### src/rtl/router_pkg.sv
// Shared router types: arbitration state, port count and requester id.
package router_pkg;

   typedef enum logic {ARB_IDLE, ARB_LOCKED} arb_state_t;

   localparam int NUM_ARB_PORTS = 4;

   typedef logic [1:0] port_id_t;

endpackage

### src/rtl/rr_output_arbiter_if.sv
// Requester-side and output-side handshake bundle of the output arbiter.
interface rr_output_arbiter_if
   import router_pkg::*;
#(
   parameter int n = 32
);
   logic [NUM_ARB_PORTS-1:0]         in_valid;
   logic [NUM_ARB_PORTS-1:0]         in_tail;
   logic [NUM_ARB_PORTS-1:0][n-1:0]  in_data;
   logic [NUM_ARB_PORTS-1:0]         in_ready;
   logic                             out_valid;
   logic                             out_tail;
   logic [n-1:0]                     out_data;
   logic                             out_ready;
   port_id_t                         out_src;
   logic                             busy;

   modport master (
      output in_valid, in_tail, in_data, out_ready,
      input  in_ready, out_valid, out_tail, out_data, out_src, busy
   );

   modport slave (
      input  in_valid, in_tail, in_data, out_ready,
      output in_ready, out_valid, out_tail, out_data, out_src, busy
   );
endinterface

### src/rtl/rr_priority_pick.sv
// Round-robin pick: rotate requests so ptr is bit 0, take the lowest set bit, un-rotate.
module rr_priority_pick
   import router_pkg::*;
(
   input  logic [NUM_ARB_PORTS-1:0] req,
   input  port_id_t                 ptr,
   output port_id_t                 winner,
   output logic                     any
);
   logic [NUM_ARB_PORTS-1:0] rot;
   port_id_t                 offset;

   // Two-bit index arithmetic wraps naturally modulo the port count.
   for (genvar gi = 0; gi < NUM_ARB_PORTS; gi++) begin : g_rot
      assign rot[gi] = req[port_id_t'(gi) + ptr];
   end

   always_comb begin
      offset = '0;
      for (int i = NUM_ARB_PORTS - 1; i >= 0; i--) begin
         if (rot[i]) offset = port_id_t'(i);
      end
   end

   assign winner = ptr + offset;
   assign any    = |req;
endmodule

### src/rtl/rr_output_arbiter.sv
// Packet-locking four-way round-robin arbiter feeding one registered output slot.
module rr_output_arbiter
   import router_pkg::*;
#(
   parameter int n           = 32,
   parameter int BURST_LIMIT = 0
) (
   input  logic              clk,
   input  logic              rst,
   rr_output_arbiter_if.slave bus
);
   localparam int CNT_W = (BURST_LIMIT > 0) ? $clog2(BURST_LIMIT + 1) : 1;

   arb_state_t                state_reg, state_next;
   port_id_t                  ptr_reg, ptr_next;
   port_id_t                  gnt_reg, gnt_next;
   logic [CNT_W-1:0]          cnt_reg, cnt_next;
   logic                      valid_reg, valid_next;
   logic                      tail_reg, tail_next;
   logic [n-1:0]              data_reg, data_next;
   port_id_t                  src_reg, src_next;

   port_id_t                  winner;
   logic                      any_req;
   logic                      slot_free;
   logic                      xfer;
   logic                      rel_now;
   logic [NUM_ARB_PORTS-1:0]  ready_vec;

   rr_priority_pick u_pick (
      .req    (bus.in_valid),
      .ptr    (ptr_reg),
      .winner (winner),
      .any    (any_req)
   );

   always_ff @(posedge clk or negedge rst) begin
      if (!rst) begin
         state_reg <= ARB_IDLE;
         ptr_reg   <= '0;
         gnt_reg   <= '0;
         cnt_reg   <= '0;
         valid_reg <= 1'b0;
         tail_reg  <= 1'b0;
         data_reg  <= '0;
         src_reg   <= '0;
      end else begin
         state_reg <= state_next;
         ptr_reg   <= ptr_next;
         gnt_reg   <= gnt_next;
         cnt_reg   <= cnt_next;
         valid_reg <= valid_next;
         tail_reg  <= tail_next;
         data_reg  <= data_next;
         src_reg   <= src_next;
      end
   end

   always_comb begin
      state_next = state_reg;
      ptr_next   = ptr_reg;
      gnt_next   = gnt_reg;
      cnt_next   = cnt_reg;
      valid_next = valid_reg;
      tail_next  = tail_reg;
      data_next  = data_reg;
      src_next   = src_reg;
      ready_vec  = '0;
      xfer       = 1'b0;
      rel_now    = 1'b0;
      // Ready only looks at registered state and out_ready, never at in_valid.
      slot_free  = !valid_reg || bus.out_ready;

      unique case (state_reg)
         ARB_IDLE: begin
            if (any_req) begin
               gnt_next   = winner;
               cnt_next   = '0;
               state_next = ARB_LOCKED;
            end
         end
         ARB_LOCKED: begin
            ready_vec[gnt_reg] = slot_free;
            xfer               = bus.in_valid[gnt_reg] && slot_free;
            if (xfer) begin
               cnt_next = cnt_reg + 1'b1;
               rel_now  = bus.in_tail[gnt_reg] ||
                          ((BURST_LIMIT != 0) && (int'(cnt_reg) + 1 == BURST_LIMIT));
               if (rel_now) begin
                  state_next = ARB_IDLE;
                  ptr_next   = gnt_reg + 2'd1;
                  cnt_next   = '0;
               end
            end
         end
         default: state_next = ARB_IDLE;
      endcase

      if (xfer) begin
         valid_next = 1'b1;
         tail_next  = bus.in_tail[gnt_reg];
         data_next  = bus.in_data[gnt_reg];
         src_next   = gnt_reg;
      end else if (valid_reg && bus.out_ready) begin
         valid_next = 1'b0;
      end
   end

   assign bus.in_ready  = ready_vec;
   assign bus.out_valid = valid_reg;
   assign bus.out_tail  = tail_reg;
   assign bus.out_data  = data_reg;
   assign bus.out_src   = src_reg;
   assign bus.busy      = (state_reg == ARB_LOCKED);
endmodule

### src/flat_wrapper.sv
// flat-port wrapper written by rule: the top's interface ports become plain ports
module rr_output_arbiter_flat import router_pkg::*;
#(
   parameter int n           = 32,
   parameter int BURST_LIMIT = 0
)
  (clk, rst, bus_in_valid, bus_in_tail, bus_in_data, bus_out_ready, bus_in_ready, bus_out_valid, bus_out_tail, bus_out_data, bus_out_src, bus_busy);
  rr_output_arbiter_if #(.n(n)) bus_i ();
  input  logic clk;
  input  logic rst;
  input wire logic [$bits(bus_i.in_valid)-1:0] bus_in_valid;
  input wire logic [$bits(bus_i.in_tail)-1:0] bus_in_tail;
  input wire logic [$bits(bus_i.in_data)-1:0] bus_in_data;
  input wire logic [$bits(bus_i.out_ready)-1:0] bus_out_ready;
  output wire logic [$bits(bus_i.in_ready)-1:0] bus_in_ready;
  output wire logic [$bits(bus_i.out_valid)-1:0] bus_out_valid;
  output wire logic [$bits(bus_i.out_tail)-1:0] bus_out_tail;
  output wire logic [$bits(bus_i.out_data)-1:0] bus_out_data;
  output wire logic [$bits(bus_i.out_src)-1:0] bus_out_src;
  output wire logic [$bits(bus_i.busy)-1:0] bus_busy;
  assign bus_i.in_valid = bus_in_valid;
  assign bus_i.in_tail = bus_in_tail;
  assign bus_i.in_data = bus_in_data;
  assign bus_i.out_ready = bus_out_ready;
  assign bus_in_ready = bus_i.in_ready;
  assign bus_out_valid = bus_i.out_valid;
  assign bus_out_tail = bus_i.out_tail;
  assign bus_out_data = bus_i.out_data;
  assign bus_out_src = bus_i.out_src;
  assign bus_busy = bus_i.busy;
  rr_output_arbiter #(.n(n), .BURST_LIMIT(BURST_LIMIT)) u_core (.clk(clk), .rst(rst), .bus(bus_i));
endmodule
### config.mk
export PLATFORM = sky130hd
export DESIGN_NAME = rr_output_arbiter_flat
export DESIGN_NICKNAME = d
export VERILOG_FILES = /design/src/rtl/router_pkg.sv /design/src/rtl/rr_output_arbiter_if.sv /design/src/rtl/rr_priority_pick.sv /design/src/rtl/rr_output_arbiter.sv /design/src/flat_wrapper.sv
export SDC_FILE = /design/constraint.sdc
export NUM_CORES = 1
export LEC_CHECK = 0
export CAP_MARGIN = 30
export CORE_AREA = 2 2 74 112
export CTS_CLUSTER_DIAMETER = 50
export DETAILED_ROUTE_END_ITERATION = 10
export DIE_AREA = 0 0 76 114
export PLACE_DENSITY = 0.87
export SLEW_MARGIN = 20
export SYNTH_ARGS = -nofsm -noshare
export SYNTH_HDL_FRONTEND = slang
export SYNTH_SLANG_ARGS = --single-unit
### constraint.sdc
create_clock -name clk -period 2.5 [get_ports clk]
set_input_delay 0.5 -clock clk [delete_from_list [all_inputs] [get_ports clk]]
set_output_delay 0.5 -clock clk [all_outputs]
set_load 0.01 [all_outputs]
## Yosys cells after proc, flatten, opt, wreduce, memory -nomap -nowiden

Index checks and enable logic that the tools add are counted.

| word-level totals | value |
|---|---|
| flip-flop bits (word level) | 41 |
| output and inout port bits | 41 |

| cells by class | value |
|---|---|
| $add $sub $neg | 5 |
| $lt $le $gt $ge | 6 |
| mux-type cells | 28 |
| bitwise operators | 2 |
| reduce and logical (&&, ||, !) cells | 9 |

Operators by type and width:

| kind | number |
|---|---|
| 32-bit binary-select mux with 2-bit select | 1 |
| 32-bit 2-to-1 mux | 1 |
| 2-bit by 3-bit < comparator with 1-bit output, second input constant | 5 |
| 1-bit 2-to-1 mux | 13 |
| 1-bit binary-select mux with 2-bit select | 6 |
| 2-bit 2-to-1 mux | 4 |
| 2-bit adder, first input constant | 2 |
| 4-bit AND | 1 |
| 4-bit 2-to-1 mux | 1 |
| 4-bit OR reduction | 1 |
| 1-bit logical AND | 3 |
| 3-bit AND reduction | 1 |
| 1-bit by 2-bit adder with 2-bit output, first input constant | 1 |
| 2-bit by 1-bit adder with 2-bit output, second input constant | 1 |
| 2-bit adder | 1 |
| 1-bit demux with 2-bit select | 1 |
| 2-bit by 1-bit greater-or-equal comparator with 1-bit output, second input constant | 1 |
| 1-bit case mux with 2 select lines | 1 |
| 2-bit AND reduction | 1 |
| 2-bit nonzero test | 1 |
| 1-bit zero test | 1 |
| 1-bit logical OR | 1 |
| 1-bit NOT | 1 |

## Depth between registers and ports, before layout

| logic depth | value |
|---|---|
| depth after elaboration | 8 |
| gate-level depth with buffers | 10 |
| gate-level depth less buffers | 9 |

## Modules after synthesis

Synthesis repeated with hierarchy kept, for this count alone.

| unflattened totals | value |
|---|---|
| cells, all modules | 176 |
| area, all modules | 2,782.7 um2 |

Modules (own cells, without submodules):

| module | instances | cells each | area an instance (um2) | seq. area each (um2) |
|---|---|---|---|---|
| rr_output_arbiter | 1 | 149 | 2,601.2 | 1,026.0 |
| rr_priority_pick | 1 | 27 | 181.4 | 0.0 |

## Least setup slack after synthesis

Ideal clock, no wire load.

| timing | value |
|---|---|
| path type | input to register |
| from | in bus_in_valid[3] |
| to | reg u_core.gnt_reg[1] |
| setup time | 87 ps |
| data arrival time | 2,097 ps |
| slack | 317 ps |
| stages | 10 |
| path buffers | 1 |
| cells stage by stage | clkbuf_1 nand2_1 a2bb2oi_1 o211ai_1 o31a_1 ha_1 xnor2_1 or3_1 a311o_1 o211ai_1 |

| between the ends | value |
|---|---|
| cells in the longest elaborated chain, start to end | 7 |
| elaborated cells on any way between the ends | 15 |

Ends and longest elaborated chain:

| element | RTL line | RTL |
|---|---|---|
| start, declared | flat_wrapper.sv:11 | `input wire logic [$bits(bus_i.in_valid)-1:0] bus_in_valid;` |
| 1-bit binary-select mux with 2-bit select | rr_priority_pick.sv:15 | `assign rot[gi] = req[port_id_t'(gi) + ptr];` |
| 1-bit 2-to-1 mux (not written as such) | rr_priority_pick.sv:15 |  |
| 2-bit 2-to-1 mux (4 in a row) | rr_priority_pick.sv:21 | `if (rot[i]) offset = port_id_t'(i);` |
| 2-bit adder | rr_priority_pick.sv:25 | `assign winner = ptr + offset;` |
| end signal, assigned | rr_output_arbiter.sv:50 | `gnt_reg <= gnt_next;` |
| end, declared | rr_output_arbiter.sv:16 | `port_id_t gnt_reg, gnt_next;` |

Several ways; a longest one is shown, not always the timed one. The select of a mux whose other input is x is not followed.
A chain may end at the register's enable or synchronous reset.

## Worst setup path in the final report

| timing | value |
|---|---|
| from | in bus_out_ready |
| to | out bus_in_ready[2] |

| between the ends | value |
|---|---|
| cells in the longest elaborated chain, start to end | 3 |

Ends and longest elaborated chain:

| element | RTL line | RTL |
|---|---|---|
| start, declared | flat_wrapper.sv:14 | `input wire logic [$bits(bus_i.out_ready)-1:0] bus_out_ready;` |
| 1-bit logical OR | rr_output_arbiter.sv:72 | `slot_free = !valid_reg \|\| bus.out_ready;` |
| 4-bit AND (no line) | - |  |
| 4-bit 2-to-1 mux | rr_output_arbiter.sv:74 | `unique case (state_reg)` |
| end, declared | flat_wrapper.sv:15 | `output wire logic [$bits(bus_i.in_ready)-1:0] bus_in_ready;` |

Every way passes these cells.

==> results_dict.tcl <==
set metrics [dict create \
    cts_sinks 41 \
    dr_total_vias 2319 \
    cts_made_buffers 5 \
    min_period_ns 2.38 \
    worstReg2RegEnd "u_core.gnt_reg[1]$_DFFE_PN0P_" \
    ys_seq_area_frac 0.380 \
    worst-slew-pin-transition_ns 0.444 \
    gp_congestion 0.840 \
    critical-path-slowest-cell "clkdlybuf4s50_1" \
    die-area_um2 8660 \
    numPortBuffers 179 \
    ant_nets 0 \
    setup_slack_ns 0.119 \
    synth_flop_cell "dfrtp_1" \
    yosys.area.top_type "dfrtp_1" \
    synth_top_area_share 0.380 \
    insertedDiodeCount 0 \
    crit_fanout 5 \
    overflow 0 \
    maxSlewHeadroom 0.701 \
    p_per_area_nw_per_um2 1060 \
    worstHoldPathType "input port to async pin" \
    antenna_found_initial 0 \
    clock_insertion_delay_worst_skew_ns 0.27 \
    ctsLongestPathBuffers 2 \
    synth_area_um2 2700 \
    r2r_slack_ns 0.28 \
    drv_slew 0 \
    crit_path_start "bus_out_ready" \
    layoutNonFillerInstCount 470 \
    hold_viol 0 \
    max_freq_ghz 0.420 \
    endpoint_kind "output port" \
    io_pins 180 \
    p_switching_mw 1.65 \
    synth_common_cells "dfrtp_1, mux4_2, mux2_2, mux2_4, nand2_1" \
    rows 40 \
    p_int_mw 3.48 \
    area_growth_pct 78.8 \
    hpwl_um 6910 \
    grt_max_degree 42 \
    fin_tns_setup_ns 0 \
    syn-num-nets 323 \
    yosysWarningCount 0 \
    via_per_inst 4.93 \
    synthArstFlopShare 1.00 \
    grt_usage 0.194 \
    cap_violations 0 \
    worstPathArrival_ns 1.88 \
    syn_inst 179 \
    slowest_delay_ns 0.56 \
    irDropWorstVdd_mv 0.445 \
    crit_path_end "bus_in_ready[2]" \
    crit_required_ns 2.00 \
    synth.ff_latch_count 41 \
    drt_iter0_markers 97 \
    placed_cells 461 \
    r2r-start "u_core.ptr_reg[1]$_DFFE_PN0P_" \
    final_util 0.622 \
    total_power_mw 5.13 \
    grt_pass1_vias 2656 \
    synth_area_leaders "dfrtp_1, mux4_2, mux2_2" \
    largest_register_ffs 32 \
    avgSynthCellArea_um2 15.1 \
    leakagePower_nw 1.94 \
    cts-root-buf "clkbuf_16" \
    crit_top_cell "clkdlybuf4s50_1" \
    min_period_over_period 0.952 \
    cts_tree "built" \
    synth_cell_types 34 \
    clock_skew_ns 0.00455 \
    drive_gt1_frac 0.271 \
    chipHeight_um 114 \
    path_class "input port to output port" \
    swShare 0.321 \
    die_w_um 76 \
    rsz0062_at_grt "false" \
    synth-edff-count 0 \
    setup_viol 0 \
    core-area_um2 7760 \
    comb_power_share 0.601 \
    post_cts_buffers 0 \
    drt-pass1-iter-count 4 \
    final_nets 508 \
    startpoint_type "input port" \
    route.detailed.drc 0 \
    outcome "complete, no violations" \
    p_clk_frac 0.143 \
    grt_pass1_wl_um 13300 \
    cts.clk_slew.worst_paths_ns 0.06 \
    drt-wirelength-per-cell_um 17.7 \
    seqPwrFrac 0.256 \
    htreeDepth 2 \
    initial_core_util 0.348 \
    yosysMostFrequentCell "dfrtp_1" \
    drt_wl_total_um 8330 \
    path_cells "clkdlybuf4s50_1 > nand2b_1 > and3_1 > clkdlybuf4s50_1" \
    dpl_worst_slack_ns -0.310 \
    reg2reg_depth 8 \
]
worst min path at each step:
stage                                               end  slack, ns  cells past startpoint
floorplan                     u_core.bus.busy$_DFF_PN0_       0.20                      0
global placement        u_core.bus.out_tail$_DFFE_PN0P_       0.46                      2
detailed placement    u_core.bus.out_src[0]$_DFFE_PN0P_       0.47                      2
CTS                 u_core.bus.out_data[25]$_DFFE_PN0P_       0.39                      1
global route        u_core.bus.out_data[25]$_DFFE_PN0P_       0.17                      1
finish              u_core.bus.out_data[25]$_DFFE_PN0P_       0.14                      1
cells by family after synthesis:
| logic type | synth area share |
|---|---|
| fa+ha+maj | 0.0232 |
| buf+inv | 0.0445 |
| flops | 0.380 |
| mux | 0.445 |
| compound gates | 0.0380 |
| xor+xnor | 0.00325 |
| simple gates | 0.0658 |
layout make-up:
type,instances,area (um^2)
Timing Repair Buffer,193,1920
Clock inverter,1,30.0
Tap cell,105,131
Fill cell,609,2930
Multi-Input combinational cell,119,1560
Inverter,4,15.0
Clock buffer,7,143
Sequential cell,41,1030
power by group through the flow:
stage | Sequential [mW] | Clock, mW | Combinational (mW)
6_report | 1.31 | 0.733 | 3.08
2_1_floorplan | 1.36 | 0 | 1.84
3_3_place_gp | 1.30 | 0 | 3.04
4_1_cts | 1.32 | 0.755 | 3.12
3_5_place_dp | 1.33 | 0 | 3.11
5_1_grt | 1.38 | 0.775 | 3.29
per-layer routing:
| metal | GRT usage | part of all wire |
|---|---|---|
| met1 | 0.202 | 0.35 |
| met2 | 0.381 | 0.58 |
| met3 | 0.0427 | 0.055 |
| met4 | 0.0642 | 0.015 |
| met5 | 0 | 0 |
critical path: cells and delay by family:
family	cells	cell delay (ns)
buffers and inverters	2	1.01
AND/OR/NAND/NOR	2	0.36
layout by cell type (no fill, tap or decap):
cell	count
mux4_2	34
dlymetal6s2s_1	2
clkbuf_8	1
nand3_1	1
mux2_4	14
buf_2	1
nand3_2	1
inv_1	3
dfrtp_2	2
a211oi_1	2
a311o_1	1
nand4_1	1
nand3b_1	4
or3_1	2
o21ai_2	1
and3_1	4
inv_2	1
o21ai_0	3
nor2_1	1
nand2_1	9
o211ai_1	2
xnor2_1	1
a21boi_0	1
dfrtp_1	39
o31ai_1	1
a2bb2oi_1	1
o31a_1	1
buf_4	12
a21oi_1	2
clkbuf_16	5
buf_12	2
clkdlybuf4s50_1	176
mux2_2	20
ha_1	5
nand2b_1	2
nor4_1	1
or2_2	1
clkbuf_1	1
or3b_2	3
bufinv_16	1
timing repair:
action                                  CTS  global route
hold endpoints to repair                  0             0
resized for setup                         1             5
endpoints found under the setup margin    1             5
gates cloned                              0             0
hold buffers                              0             0
pin swaps                                 0             1
through the flow:
step	cell area (um^2)	hold WS, ns
floorplan	2700	0.204
global placement	4620	0.465
detailed placement	4620	0.472
CTS	4800	0.387
global route	4830	0.173
finish	4830	0.141
Power figures use the tool's default switching activity.
